--- src/rtl/razor_iter_ctrl_if.sv ---
// Handshake bundle between the turbo-decoder sequencer and razor_iter_ctrl:
// decode request/abort, section error flags, and datapath control/status.
interface razor_iter_ctrl_if #(
    parameter int NSEC = 8,
    parameter int ITW  = 5,
    parameter int ECW  = 8
);
    logic            start;
    logic            abort;
    logic [ITW-1:0]  num_iter;
    logic [NSEC-1:0] Error_in;
    logic            clear_state;
    logic            update_en;
    logic            phase;
    logic            busy;
    logic            done;
    logic            fail;
    logic [ECW-1:0]  err_cnt;
    logic [ITW:0]    hcnt;

    modport master (
        output start, abort, num_iter, Error_in,
        input  clear_state, update_en, phase, busy, done, fail, err_cnt, hcnt
    );

    modport slave (
        input  start, abort, num_iter, Error_in,
        output clear_state, update_en, phase, busy, done, fail, err_cnt, hcnt
    );
endinterface

--- src/rtl/razor_iter_ctrl.sv ---
// Half-iteration scheduler for the parallel turbo decoder with Razor replay:
// a timing error stalls the datapath for one cycle, persistent errors abort.
module razor_iter_ctrl #(
    parameter int NSEC      = 8,
    parameter int ITW       = 5,
    parameter int ECW       = 8,
    parameter int MAXREPLAY = 3
) (
    input  logic            Clock,
    input  logic            nReset,
    razor_iter_ctrl_if.slave bus
);

    localparam int RCW = $clog2(MAXREPLAY + 1);
    localparam logic [RCW-1:0] MAXREPLAY_C = RCW'(MAXREPLAY);
    localparam logic [ITW-1:0] ONE_ITER    = ITW'(1);

    typedef enum logic [2:0] {
        ST_IDLE   = 3'd0,
        ST_INIT   = 3'd1,
        ST_RUN    = 3'd2,
        ST_REPLAY = 3'd3,
        ST_DONE   = 3'd4
    } state_t;

    state_t         state_r;
    logic [ITW-1:0] n_r;
    logic [ITW:0]   hcnt_r;
    logic [ECW-1:0] err_cnt_r;
    logic [RCW-1:0] rc_r;
    logic           fail_r;
    logic           clear_state_r;
    logic           update_en_r;
    logic           phase_r;
    logic           busy_r;
    logic           done_r;

    logic           err_any_s;
    logic [ITW-1:0] n_req_s;
    logic [ITW:0]   hcnt_inc_s;
    logic [ITW:0]   two_n_s;
    logic [RCW-1:0] rc_inc_s;

    function automatic logic [ECW-1:0] sat_inc(input logic [ECW-1:0] v);
        logic [ECW-1:0] r;
        if (v == {ECW{1'b1}}) begin
            r = v;
        end else begin
            r = v + ECW'(1);
        end
        return r;
    endfunction

    assign err_any_s  = |bus.Error_in;
    assign n_req_s    = (bus.num_iter == {ITW{1'b0}}) ? ONE_ITER : bus.num_iter;
    assign hcnt_inc_s = hcnt_r + (ITW+1)'(1);
    assign two_n_s    = {n_r, 1'b0};
    assign rc_inc_s   = rc_r + RCW'(1);

    // Sequencer FSM; every output is registered alongside the next state.
    always_ff @(posedge Clock or negedge nReset) begin
        if (!nReset) begin
            state_r       <= ST_IDLE;
            n_r           <= {ITW{1'b0}};
            hcnt_r        <= {(ITW+1){1'b0}};
            err_cnt_r     <= {ECW{1'b0}};
            rc_r          <= {RCW{1'b0}};
            fail_r        <= 1'b0;
            clear_state_r <= 1'b0;
            update_en_r   <= 1'b0;
            phase_r       <= 1'b0;
            busy_r        <= 1'b0;
            done_r        <= 1'b0;
        end else if (bus.abort) begin
            // counters and fail flag hold so software can inspect them
            state_r       <= ST_IDLE;
            clear_state_r <= 1'b0;
            update_en_r   <= 1'b0;
            phase_r       <= 1'b0;
            busy_r        <= 1'b0;
            done_r        <= 1'b0;
        end else begin
            case (state_r)
                ST_IDLE: begin
                    update_en_r <= 1'b0;
                    phase_r     <= 1'b0;
                    done_r      <= 1'b0;
                    if (bus.start) begin
                        state_r       <= ST_INIT;
                        n_r           <= n_req_s;
                        hcnt_r        <= {(ITW+1){1'b0}};
                        err_cnt_r     <= {ECW{1'b0}};
                        rc_r          <= {RCW{1'b0}};
                        fail_r        <= 1'b0;
                        clear_state_r <= 1'b1;
                        busy_r        <= 1'b1;
                    end else begin
                        state_r       <= ST_IDLE;
                        clear_state_r <= 1'b0;
                        busy_r        <= 1'b0;
                    end
                end
                ST_INIT: begin
                    state_r       <= ST_RUN;
                    clear_state_r <= 1'b0;
                    update_en_r   <= 1'b1;
                    phase_r       <= 1'b0;
                    busy_r        <= 1'b1;
                    done_r        <= 1'b0;
                end
                ST_RUN: begin
                    clear_state_r <= 1'b0;
                    busy_r        <= 1'b1;
                    if (err_any_s) begin
                        // the committed update is suspect: hold hcnt/phase and replay
                        err_cnt_r   <= sat_inc(err_cnt_r);
                        rc_r        <= rc_inc_s;
                        update_en_r <= 1'b0;
                        if (rc_inc_s == MAXREPLAY_C) begin
                            state_r <= ST_DONE;
                            fail_r  <= 1'b1;
                            done_r  <= 1'b1;
                        end else begin
                            state_r <= ST_REPLAY;
                            done_r  <= 1'b0;
                        end
                    end else begin
                        hcnt_r  <= hcnt_inc_s;
                        phase_r <= ~phase_r;
                        rc_r    <= {RCW{1'b0}};
                        if (hcnt_inc_s == two_n_s) begin
                            state_r     <= ST_DONE;
                            update_en_r <= 1'b0;
                            done_r      <= 1'b1;
                        end else begin
                            state_r     <= ST_RUN;
                            update_en_r <= 1'b1;
                            done_r      <= 1'b0;
                        end
                    end
                end
                ST_REPLAY: begin
                    state_r       <= ST_RUN;
                    clear_state_r <= 1'b0;
                    update_en_r   <= 1'b1;
                    busy_r        <= 1'b1;
                    done_r        <= 1'b0;
                end
                ST_DONE: begin
                    state_r       <= ST_IDLE;
                    clear_state_r <= 1'b0;
                    update_en_r   <= 1'b0;
                    phase_r       <= 1'b0;
                    busy_r        <= 1'b0;
                    done_r        <= 1'b0;
                end
                default: begin
                    state_r       <= ST_IDLE;
                    clear_state_r <= 1'b0;
                    update_en_r   <= 1'b0;
                    phase_r       <= 1'b0;
                    busy_r        <= 1'b0;
                    done_r        <= 1'b0;
                end
            endcase
        end
    end

    assign bus.clear_state = clear_state_r;
    assign bus.update_en   = update_en_r;
    assign bus.phase       = phase_r;
    assign bus.busy        = busy_r;
    assign bus.done        = done_r;
    assign bus.fail        = fail_r;
    assign bus.err_cnt     = err_cnt_r;
    assign bus.hcnt        = hcnt_r;

endmodule

--- src/flat_wrapper.sv ---
// flat-port wrapper written by rule: the top's interface ports become plain ports
module razor_iter_ctrl_flat 
#(
    parameter int NSEC      = 8,
    parameter int ITW       = 5,
    parameter int ECW       = 8,
    parameter int MAXREPLAY = 3
)
  (Clock, nReset, bus_start, bus_abort, bus_num_iter, bus_Error_in, bus_clear_state, bus_update_en, bus_phase, bus_busy, bus_done, bus_fail, bus_err_cnt, bus_hcnt);
  razor_iter_ctrl_if #(.NSEC(NSEC), .ITW(ITW), .ECW(ECW)) bus_i ();
  input  logic Clock;
  input  logic nReset;
  input wire logic [$bits(bus_i.start)-1:0] bus_start;
  input wire logic [$bits(bus_i.abort)-1:0] bus_abort;
  input wire logic [$bits(bus_i.num_iter)-1:0] bus_num_iter;
  input wire logic [$bits(bus_i.Error_in)-1:0] bus_Error_in;
  output wire logic [$bits(bus_i.clear_state)-1:0] bus_clear_state;
  output wire logic [$bits(bus_i.update_en)-1:0] bus_update_en;
  output wire logic [$bits(bus_i.phase)-1:0] bus_phase;
  output wire logic [$bits(bus_i.busy)-1:0] bus_busy;
  output wire logic [$bits(bus_i.done)-1:0] bus_done;
  output wire logic [$bits(bus_i.fail)-1:0] bus_fail;
  output wire logic [$bits(bus_i.err_cnt)-1:0] bus_err_cnt;
  output wire logic [$bits(bus_i.hcnt)-1:0] bus_hcnt;
  assign bus_i.start = bus_start;
  assign bus_i.abort = bus_abort;
  assign bus_i.num_iter = bus_num_iter;
  assign bus_i.Error_in = bus_Error_in;
  assign bus_clear_state = bus_i.clear_state;
  assign bus_update_en = bus_i.update_en;
  assign bus_phase = bus_i.phase;
  assign bus_busy = bus_i.busy;
  assign bus_done = bus_i.done;
  assign bus_fail = bus_i.fail;
  assign bus_err_cnt = bus_i.err_cnt;
  assign bus_hcnt = bus_i.hcnt;
  razor_iter_ctrl #(.NSEC(NSEC), .ITW(ITW), .ECW(ECW), .MAXREPLAY(MAXREPLAY)) u_core (.Clock(Clock), .nReset(nReset), .bus(bus_i));
endmodule
--- config.mk ---
export PLATFORM = sky130hd
export DESIGN_NAME = razor_iter_ctrl_flat
export DESIGN_NICKNAME = d
export VERILOG_FILES = /design/src/rtl/razor_iter_ctrl_if.sv /design/src/rtl/razor_iter_ctrl.sv /design/src/flat_wrapper.sv
export SDC_FILE = /design/constraint.sdc
export NUM_CORES = 1
export LEC_CHECK = 0
export CAP_MARGIN = 20
export CORE_AREA = 2 2 59 61
export CTS_BUF_LIST = sky130_fd_sc_hd__clkbuf_8
export DETAILED_ROUTE_END_ITERATION = 8
export DIE_AREA = 0 0 61 63
export PLACE_DENSITY = 0.91
export SLEW_MARGIN = 10
export SYNTH_ARGS = -nofsm -noshare
export SYNTH_HDL_FRONTEND = slang
export SYNTH_SLANG_ARGS = --single-unit
--- constraint.sdc ---
create_clock -name Clock -period 2.27 [get_ports Clock]
set_input_delay 0.5675 -clock Clock [delete_from_list [all_inputs] [get_ports Clock]]
set_output_delay 0.5675 -clock Clock [all_outputs]
set_load 0.05 [all_outputs]
# Word level (Yosys, flattened, before mapping)
# Index checks and enable logic that the tools add are counted.
# op_classes
n_addsub	3
eq_ne	13
mux	38
n_bitwise	2
reduce_logical	12
# ops
operator	count
$mux W8	3
$mux W1	18
$pmux W8 S2	1
$mux W3	4
$mux W6	2
$pmux W6 S2	1
$reduce_and A5 Y1	2
$pmux W3 S3	1
$add A8 B1 Y8 const B	1
$eq A8 B8 Y1 const B	1
$ne A2 B2 Y1 const B	4
$pmux W1 S2	4
$reduce_or A8 Y1	1
$add A6 B1 Y6 const B	1
$eq A3 B2 Y1 const B	2
$eq A6 B6 Y1	1
$reduce_and A3 Y1	2
$logic_not A5 Y1	1
$mux W5	1
$mux W2	2
$ne A2 B1 Y1 const B	2
$pmux W2 S2	1
$reduce_and A4 Y1	1
$eq A3 B1 Y1 const B	1
9 further kinds	10
# word_totals
register_bits	30
input_bits	17
out_inout_bits	20
elab_cells	79

# Longest topological paths before layout
# Gate-level depths: netlist of the first run.
# depth
ltp_word	6
depth_mapped	7
depth_no_buf	6

# Worst setup path after synthesis of the first run
# OpenSTA, ideal clock, no wires.
# synth_path
path_kind	register -> register
startpoint	reg u_core.err_cnt_r[0] (netlist: u_core.bus.err_cnt[0])
endpoint	reg u_core.err_cnt_r[4] (netlist: u_core.bus.err_cnt[4])
setup_ns	0.067
t_arrival_ns	1.966
setup_slack_ns	0.237
path_stages_with_launch	8
path_buffers	1
synth_period_minus_slack_ns	2.033
cell_sequence	dfrtp_1 ha_1 and3_1 nand3_1 a21oi_2 buf_2 or4_1 nand2_1
# synth_between
elab_chain_cells	4
# synth_rtl
item	line_no	rtl
from (decl)	razor_iter_ctrl.sv:29	logic [ECW-1:0] err_cnt_r;
from (signal assigned)	razor_iter_ctrl.sv:66	err_cnt_r <= {ECW{1'b0}};
from (signal assigned)	razor_iter_ctrl.sv:92	err_cnt_r <= {ECW{1'b0}};
from (signal assigned)	razor_iter_ctrl.sv:116	err_cnt_r <= sat_inc(err_cnt_r);
$add A8 B1 Y8	razor_iter_ctrl.sv:49	r = v + ECW'(1);
$mux W8	razor_iter_ctrl.sv:46	if (v == {ECW{1'b1}}) begin
$mux W8	razor_iter_ctrl.sv:114	if (err_any_s) begin
$pmux W8 S2	razor_iter_ctrl.sv:83	case (state_r)
# Parallel ways exist; a longest one is shown, timed or not. The select of a mux whose other input is x is not followed.
# A chain may end at the register's enable or synchronous reset.

# Worst setup path in the final report of the first run
# layout_path
startpoint	reg u_core.hcnt_r[2] (netlist: u_core.bus.hcnt[2])
endpoint	out bus_hcnt[2]
# layout_rtl
item	line_no	rtl
from (decl)	razor_iter_ctrl.sv:28	logic [ITW:0] hcnt_r;
from (signal assigned)	razor_iter_ctrl.sv:65	hcnt_r <= {(ITW+1){1'b0}};
from (signal assigned)	razor_iter_ctrl.sv:91	hcnt_r <= {(ITW+1){1'b0}};
from (signal assigned)	razor_iter_ctrl.sv:128	hcnt_r <= hcnt_inc_s;
to (decl)	flat_wrapper.sv:24	output wire logic [$bits(bus_i.hcnt)-1:0] bus_hcnt;
# No word-level cell between the ends.

==> results of run 1 <==
[placed cells by master, fill, tap and decap left out, types with 2 or more instances in the layout]
master and instances:
a21oi_1 9, a22o_1 3, a31oi_1 2, and3_1 5, buf_4 10, clkbuf_8 5, clkdlybuf4s50_1 36, clkinv_2 2
dfrtp_1 30, ha_1 3, nand2_1 29, nand3_1 9, nor2_1 12, nor2_2 2, nor3_1 3, nor4_2 3
o211ai_1 3, o21ai_0 10, o31ai_1 5, or4_1 6, xnor2_1 6, xor2_1 2
[per-layer routing]
metal  vias up  global-route usage, %
met2        48                  36.42
li1        712                      -
met4         0                  11.68
met5         -                      0
met3         9                  5.590
met1       708                  26.42
[logic make-up after synthesis]
group / after synthesis
adder cells (fa/ha/maj): 3
multiplexers: 2
flip-flops: 30
AO/OA/AOI/OAI: 40
buffers and inverters: 8
XOR/XNOR: 8
AND/OR/NAND/NOR: 79
[report_power, final]
| group | total (mW) | internal [mW] | leakage, nW | switching (mW) |
|---|---|---|---|---|
| Combinational | 0.324 | 0.140 | 0.488 | 0.184 |
| Clock | 0.395 | 0.205 | 0.0438 | 0.190 |
| Sequential | 0.633 | 0.587 | 0.404 | 0.0469 |
| Total | 1.35 | 0.931 | 0.936 | 0.421 |
[flip-flops by register name, indices dropped and copies added, names as in the netlist]
| register | count |
|---|---|
| u_core.bus.phase | 1 |
| u_core.bus.fail | 1 |
| u_core.n_r | 5 |
| u_core.bus.done | 1 |
| u_core.bus.busy | 1 |
| u_core.rc_r | 2 |
| u_core.state_r | 3 |
| u_core.bus.hcnt | 6 |
| u_core.bus.clear_state | 1 |
| u_core.bus.update_en | 1 |
| u_core.bus.err_cnt | 8 |
[final timing paths]
kind                                              startpoint                           endpoint  slack [ns]  cells past startpoint
hold / removal                    u_core.rc_r[0]$_DFFE_PN0P_         u_core.rc_r[0]$_DFFE_PN0P_        0.48                      1
max in group asynchronous                             nReset         u_core.rc_r[1]$_DFFE_PN0P_        1.33                      2
hold reg to reg                   u_core.rc_r[0]$_DFFE_PN0P_         u_core.rc_r[0]$_DFFE_PN0P_        0.48                      1
setup / recovery              u_core.bus.hcnt[2]$_DFFE_PN0P_                        bus_hcnt[2]        0.07                      1
setup reg to reg           u_core.bus.err_cnt[1]$_DFFE_PN0P_  u_core.bus.err_cnt[5]$_DFFE_PN0P_        0.27                      7
min in group asynchronous                             nReset     u_core.bus.hcnt[1]$_DFFE_PN0P_        0.67                      2
[area by class of cell]
cell class | instances | share of cell area, %
timing repair buffer | 46 | 20.29
clock buffer | 5 | 3.207
inverter | 2 | 0.3499
clock inverter | 2 | 0.4665
multi-input combinational | 132 | 38.02
tap | 46 | 2.682
sequential | 30 | 34.99
==> impl_metrics.json, run 1 <==
{
  "die_area_sq_um": 3843,
  "placed_cell_area_sq_um": 2067,
  "remaining_drc_errors": 0,
  "syn_avg_cell_area_sq_um": 9.539,
  "arrival_ns": 1.63,
  "synth_cell_types": 43,
  "ys_seq_elements": 30,
  "drt_wl_total_mm": 3.773,
  "irDropWorstVdd_mv": 0.3927,
  "grt_max_degree": 31,
  "clk_latency_ns": 0.28,
  "p_total_mw": 1.352,
  "grt_pass1_vias": 1497,
  "portBuffers": 36,
  "synth-compound-area-share_pct": 15.97,
  "setup_ws_ns": 0.07297,
  "post_cts_resized": 0,
  "crit_buf_inv": 1,
  "cpLargestDelayFamily": "buffers and inverters",
  "yosys.area_share.simple_pct": 26.39,
  "synthMuxAreaShare_pct": 1.312,
  "first_pass_iters": 4,
  "fin_area_sq_um": 2146,
  "critPathSlowestCell": "clkdlybuf4s50_1",
  "drt_iter0_markers": 51,
  "critPathMaxFanout": 8,
  "wl_met3_um": 230,
  "final_nets": 237,
  "place.detailed.instances": 256,
  "regArea_sq_um": 750.7,
  "yosysWarnings": 0,
  "gp_congestion": 0.8510,
  "dr_wl_met2_mm": 1.866,
  "synth_edf_count": 0,
  "setup_viol": 0,
  "tns_ns": 0,
  "multi_input_area_sq_um": 815.8,
  "skew_ns": 0.002857,
  "yosys-top-cells-count": "dfrtp_1, nand2_1, nor2_1, o21ai_0",
  "hold_viol": 0,
  "cts.htree.levels": 2,
  "grt_overflow_total": 0,
  "synth_top_family_by_area": "simple AND/OR/NAND/NOR gates",
  "die_x_um": 61,
  "maxSlewViolCount": 0,
  "fin_util_pct": 66.40,
  "grtUsageTotal_pct": 22.40,
  "hold_ws_ns": 0.4826,
  "fin_crit_ns": 2.197,
  "io_pins": 37,
  "cts_buffers": 5,
  "antenna_left": 0,
  "cts_tree": "built",
  "rows": 21,
  "wire_per_inst_um": 14.35,
  "synthAdderAreaFrac_pct": 2.315,
  "coreArea_sq_um": 3232,
  "pre_cts_slack_ns": -0.02439,
  "synth_xor_area_share_pct": 4.321,
  "stdcell_count": 263,
  "clk_pin_slew_ns": 0.06,
  "syn2layout_area_growth_pct": 32.33,
  "startpoint_type": "flip-flop",
  "hp-class": "flip-flop to flip-flop",
  "async_flop_share_pct": 100.0,
  "rsz0062_at_grt": "no",
  "start_util_pct": 50.17,
  "cp_cell_sequence": "clkdlybuf4s50_1",
  "tightest_slew_ns": 0.5100,
  "fill_cells": 255,
  "power_density_nw_per_um2": 630.2,
  "postCtsSetupBuffers": 0,
  "num_vias": 1477,
  "grt_pass1_wl_mm": 6.437,
  "hold_buffers": 0,
  "yosysTopAreaCell": "dfrtp_1",
  "routed.top_layer": "met4",
  "synth_area_leaders": "dfrtp_1, nand2_1, xnor2_1, o21ai_0, a21oi_1",
  "drive_gt1_share_pct": 12.90,
  "endpoint_kind": "output pin",
  "die_height_um": 63,
  "cts_buffer_depth": 2,
  "drv_cap": 0,
  "synth_area_sq_um": 1622,
  "fin_crit_sh_pct": 96.79,
  "yosysMostFrequentCell": "dfrtp_1",
  "max_freq_ghz": 0.4552,
  "clock_sinks": 30,
  "ys.flop_type": "dfrtp_1",
  "crit_path_max_incr_delay_ns": 0.87,
  "cts-root-buf": "clkbuf_8",
  "synthCells": 170,
  "required_ns": 1.70,
  "status": "finished, final reports clean",
  "hpwlAfterDp_mm": 2.848,
  "seq_area_frac_synth_pct": 46.30,
  "grt_antenna_before_repair": 0,
  "antenna_cells": 0,
  "wl_met1_mm": 1.606,
  "p_leak_nw": 0.9362,
  "worstSetupPathType": "flip-flop to output pin",
  "slew_headroom_pct": 65.89,
  "drt-vias-per-instance": 5.616,
  "synth_top_area_share_pct": 46.30,
  "synth_fp_nets": 190
}
Note: power is estimated with default switching activity, not from simulation.
==> run 2, diff against run 1 <==
CORE_AREA = 2 2 62 58   (was 2 2 59 61)
DIE_AREA = 0 0 64 60   (was 0 0 61 63)
==> impl_metrics.json, run 2 (synthesized netlist as in run 1, its figures left out) <==
{
  "fill_cells": 260,
  "fin_crit_sh_pct": 97.11,
  "tns_ns": 0,
  "tightest_slew_ns": 0.5049,
  "endpoint_kind": "output pin",
  "antenna_left": 0,
  "hold_depth": 1,
  "p_leak_nw": 0.9496,
  "wire_per_inst_um": 14.18,
  "grt_pass1_wl_mm": 6.154,
  "first_pass_iters": 4,
  "coreArea_sq_um": 3228,
  "rows": 20,
  "start_util_pct": 50.23,
  "slew_headroom_pct": 66.23,
  "hold_buffers": 0,
  "crit_path_max_incr_delay_ns": 0.86,
  "postCtsSetupBuffers": 0,
  "r2r_setup_slack_ns": 0.22,
  "portBuffers": 36,
  "final_nets": 237,
  "drv_cap": 0,
  "gp_congestion": 0.8434,
  "drt_wl_total_mm": 3.716,
  "stdcell_count": 262,
  "worst-path-stages": 1,
  "die_x_um": 64,
  "hpwlAfterDp_mm": 2.624,
  "die_area_sq_um": 3840,
  "fin_crit_ns": 2.204,
  "cts_tree": "built",
  "critPathMaxFanout": 8,
  "required_ns": 1.70,
  "wl_met1_mm": 1.627,
  "maxSlewViolCount": 0,
  "crit_buf_inv": 1,
  "hp-class": "flip-flop to flip-flop",
  "dr_wl_met2_mm": 1.753,
  "die_height_um": 60,
  "power_density_nw_per_um2": 676.3,
  "wl_met3_um": 252,
  "arrival_ns": 1.64,
  "hold_ws_ns": 0.4872,
  "clock_sinks": 30,
  "drt_iter0_markers": 50,
  "p_total_mw": 1.471,
  "num_vias": 1501,
  "final_common_cell": "clkdlybuf4s50_1",
  "cp_cell_sequence": "clkdlybuf4s50_1",
  "max_freq_ghz": 0.4537,
  "antenna_cells": 0,
  "clk_pin_slew_ns": 0.07,
  "setup_viol": 0,
  "grt_overflow_total": 0,
  "reg2regPathDepth": 7,
  "rsz0062_at_grt": "no",
  "cpLargestDelayFamily": "buffers and inverters",
  "grt_pass1_vias": 1350,
  "cts-root-buf": "clkbuf_8",
  "syn2layout_area_growth_pct": 34.11,
  "place.detailed.instances": 254,
  "cts_buffer_depth": 2,
  "grtUsageTotal_pct": 21.27,
  "hold_viol": 0,
  "irDropWorstVdd_mv": 0.3831,
  "post_cts_resized": 0,
  "drive_gt1_share_pct": 13.30,
  "cts_buffers": 5,
  "io_pins": 37,
  "cts.htree.levels": 2,
  "status": "finished, final reports clean",
  "grt_antenna_before_repair": 0,
  "remaining_drc_errors": 0,
  "clk_latency_ns": 0.29,
  "skew_ns": 0.004847,
  "startpoint_type": "flip-flop",
  "worstSetupPathType": "flip-flop to output pin",
  "routed.top_layer": "met4",
  "grt_max_degree": 31,
  "largest_reg_flops": 8,
  "drt-vias-per-instance": 5.729,
  "layout_common_cells": "clkdlybuf4s50_1, dfrtp_1, nand2_1, nor2_1",
  "critPathSlowestCell": "clkdlybuf4s50_1"
}
run 2: cell count changes in the layout (fill, tap and decap cells not counted), sizes merged:
cell / before / now
clkinv: 2 / 0
clkbuf: 5 / 8
run 2: layer usage:
layer,track usage [%],vias to the layer above
li1,-,715
met3,4.143,12
met1,27.72,717
met4,10.87,0
met2,34.23,57
met5,0,-
run 2: metrics by stage:
stage,utilization [%],worst slack [ns],area [sq um]
2_1_floorplan,-,0.2369,1622
3_3_place_gp,63.95,0.08034,2064
3_5_place_dp,63.95,0.06541,2064
4_1_cts,67.36,0.06875,2175
5_1_grt,67.36,0.03949,2175
6_report,67.36,0.06570,2175
run 2: area by class of cell:
cell class	instances	area [sq um]	share of cell area, %
Sequential cell	30	750.7	34.52
Tap cell	44	55.05	2.532
Multi-Input combinational cell	132	815.8	37.51
Inverter	2	7.507	0.3452
Clock buffer	8	110.1	5.063
Timing Repair Buffer	46	435.4	20.02
run 2: final timing paths:
path / start / end
setup / recovery: u_core.bus.hcnt[2]$_DFFE_PN0P_ / bus_hcnt[2]
hold / removal: u_core.rc_r[0]$_DFFE_PN0P_ / u_core.rc_r[0]$_DFFE_PN0P_
setup reg to reg: u_core.bus.err_cnt[0]$_DFFE_PN0P_ / u_core.bus.err_cnt[7]$_DFFE_PN0P_
hold reg to reg: u_core.rc_r[0]$_DFFE_PN0P_ / u_core.rc_r[0]$_DFFE_PN0P_
max in group asynchronous: nReset / u_core.bus.fail$_DFFE_PN0P_
min in group asynchronous: nReset / u_core.n_r[2]$_DFFE_PN0P_
run 2: report_power, final:
group	switching, mW	internal (mW)	leakage, nW	total [mW]
sequential	0.0506	0.586	0.404	0.637
combinational	0.180	0.136	0.488	0.315
clock	0.212	0.306	0.0575	0.518
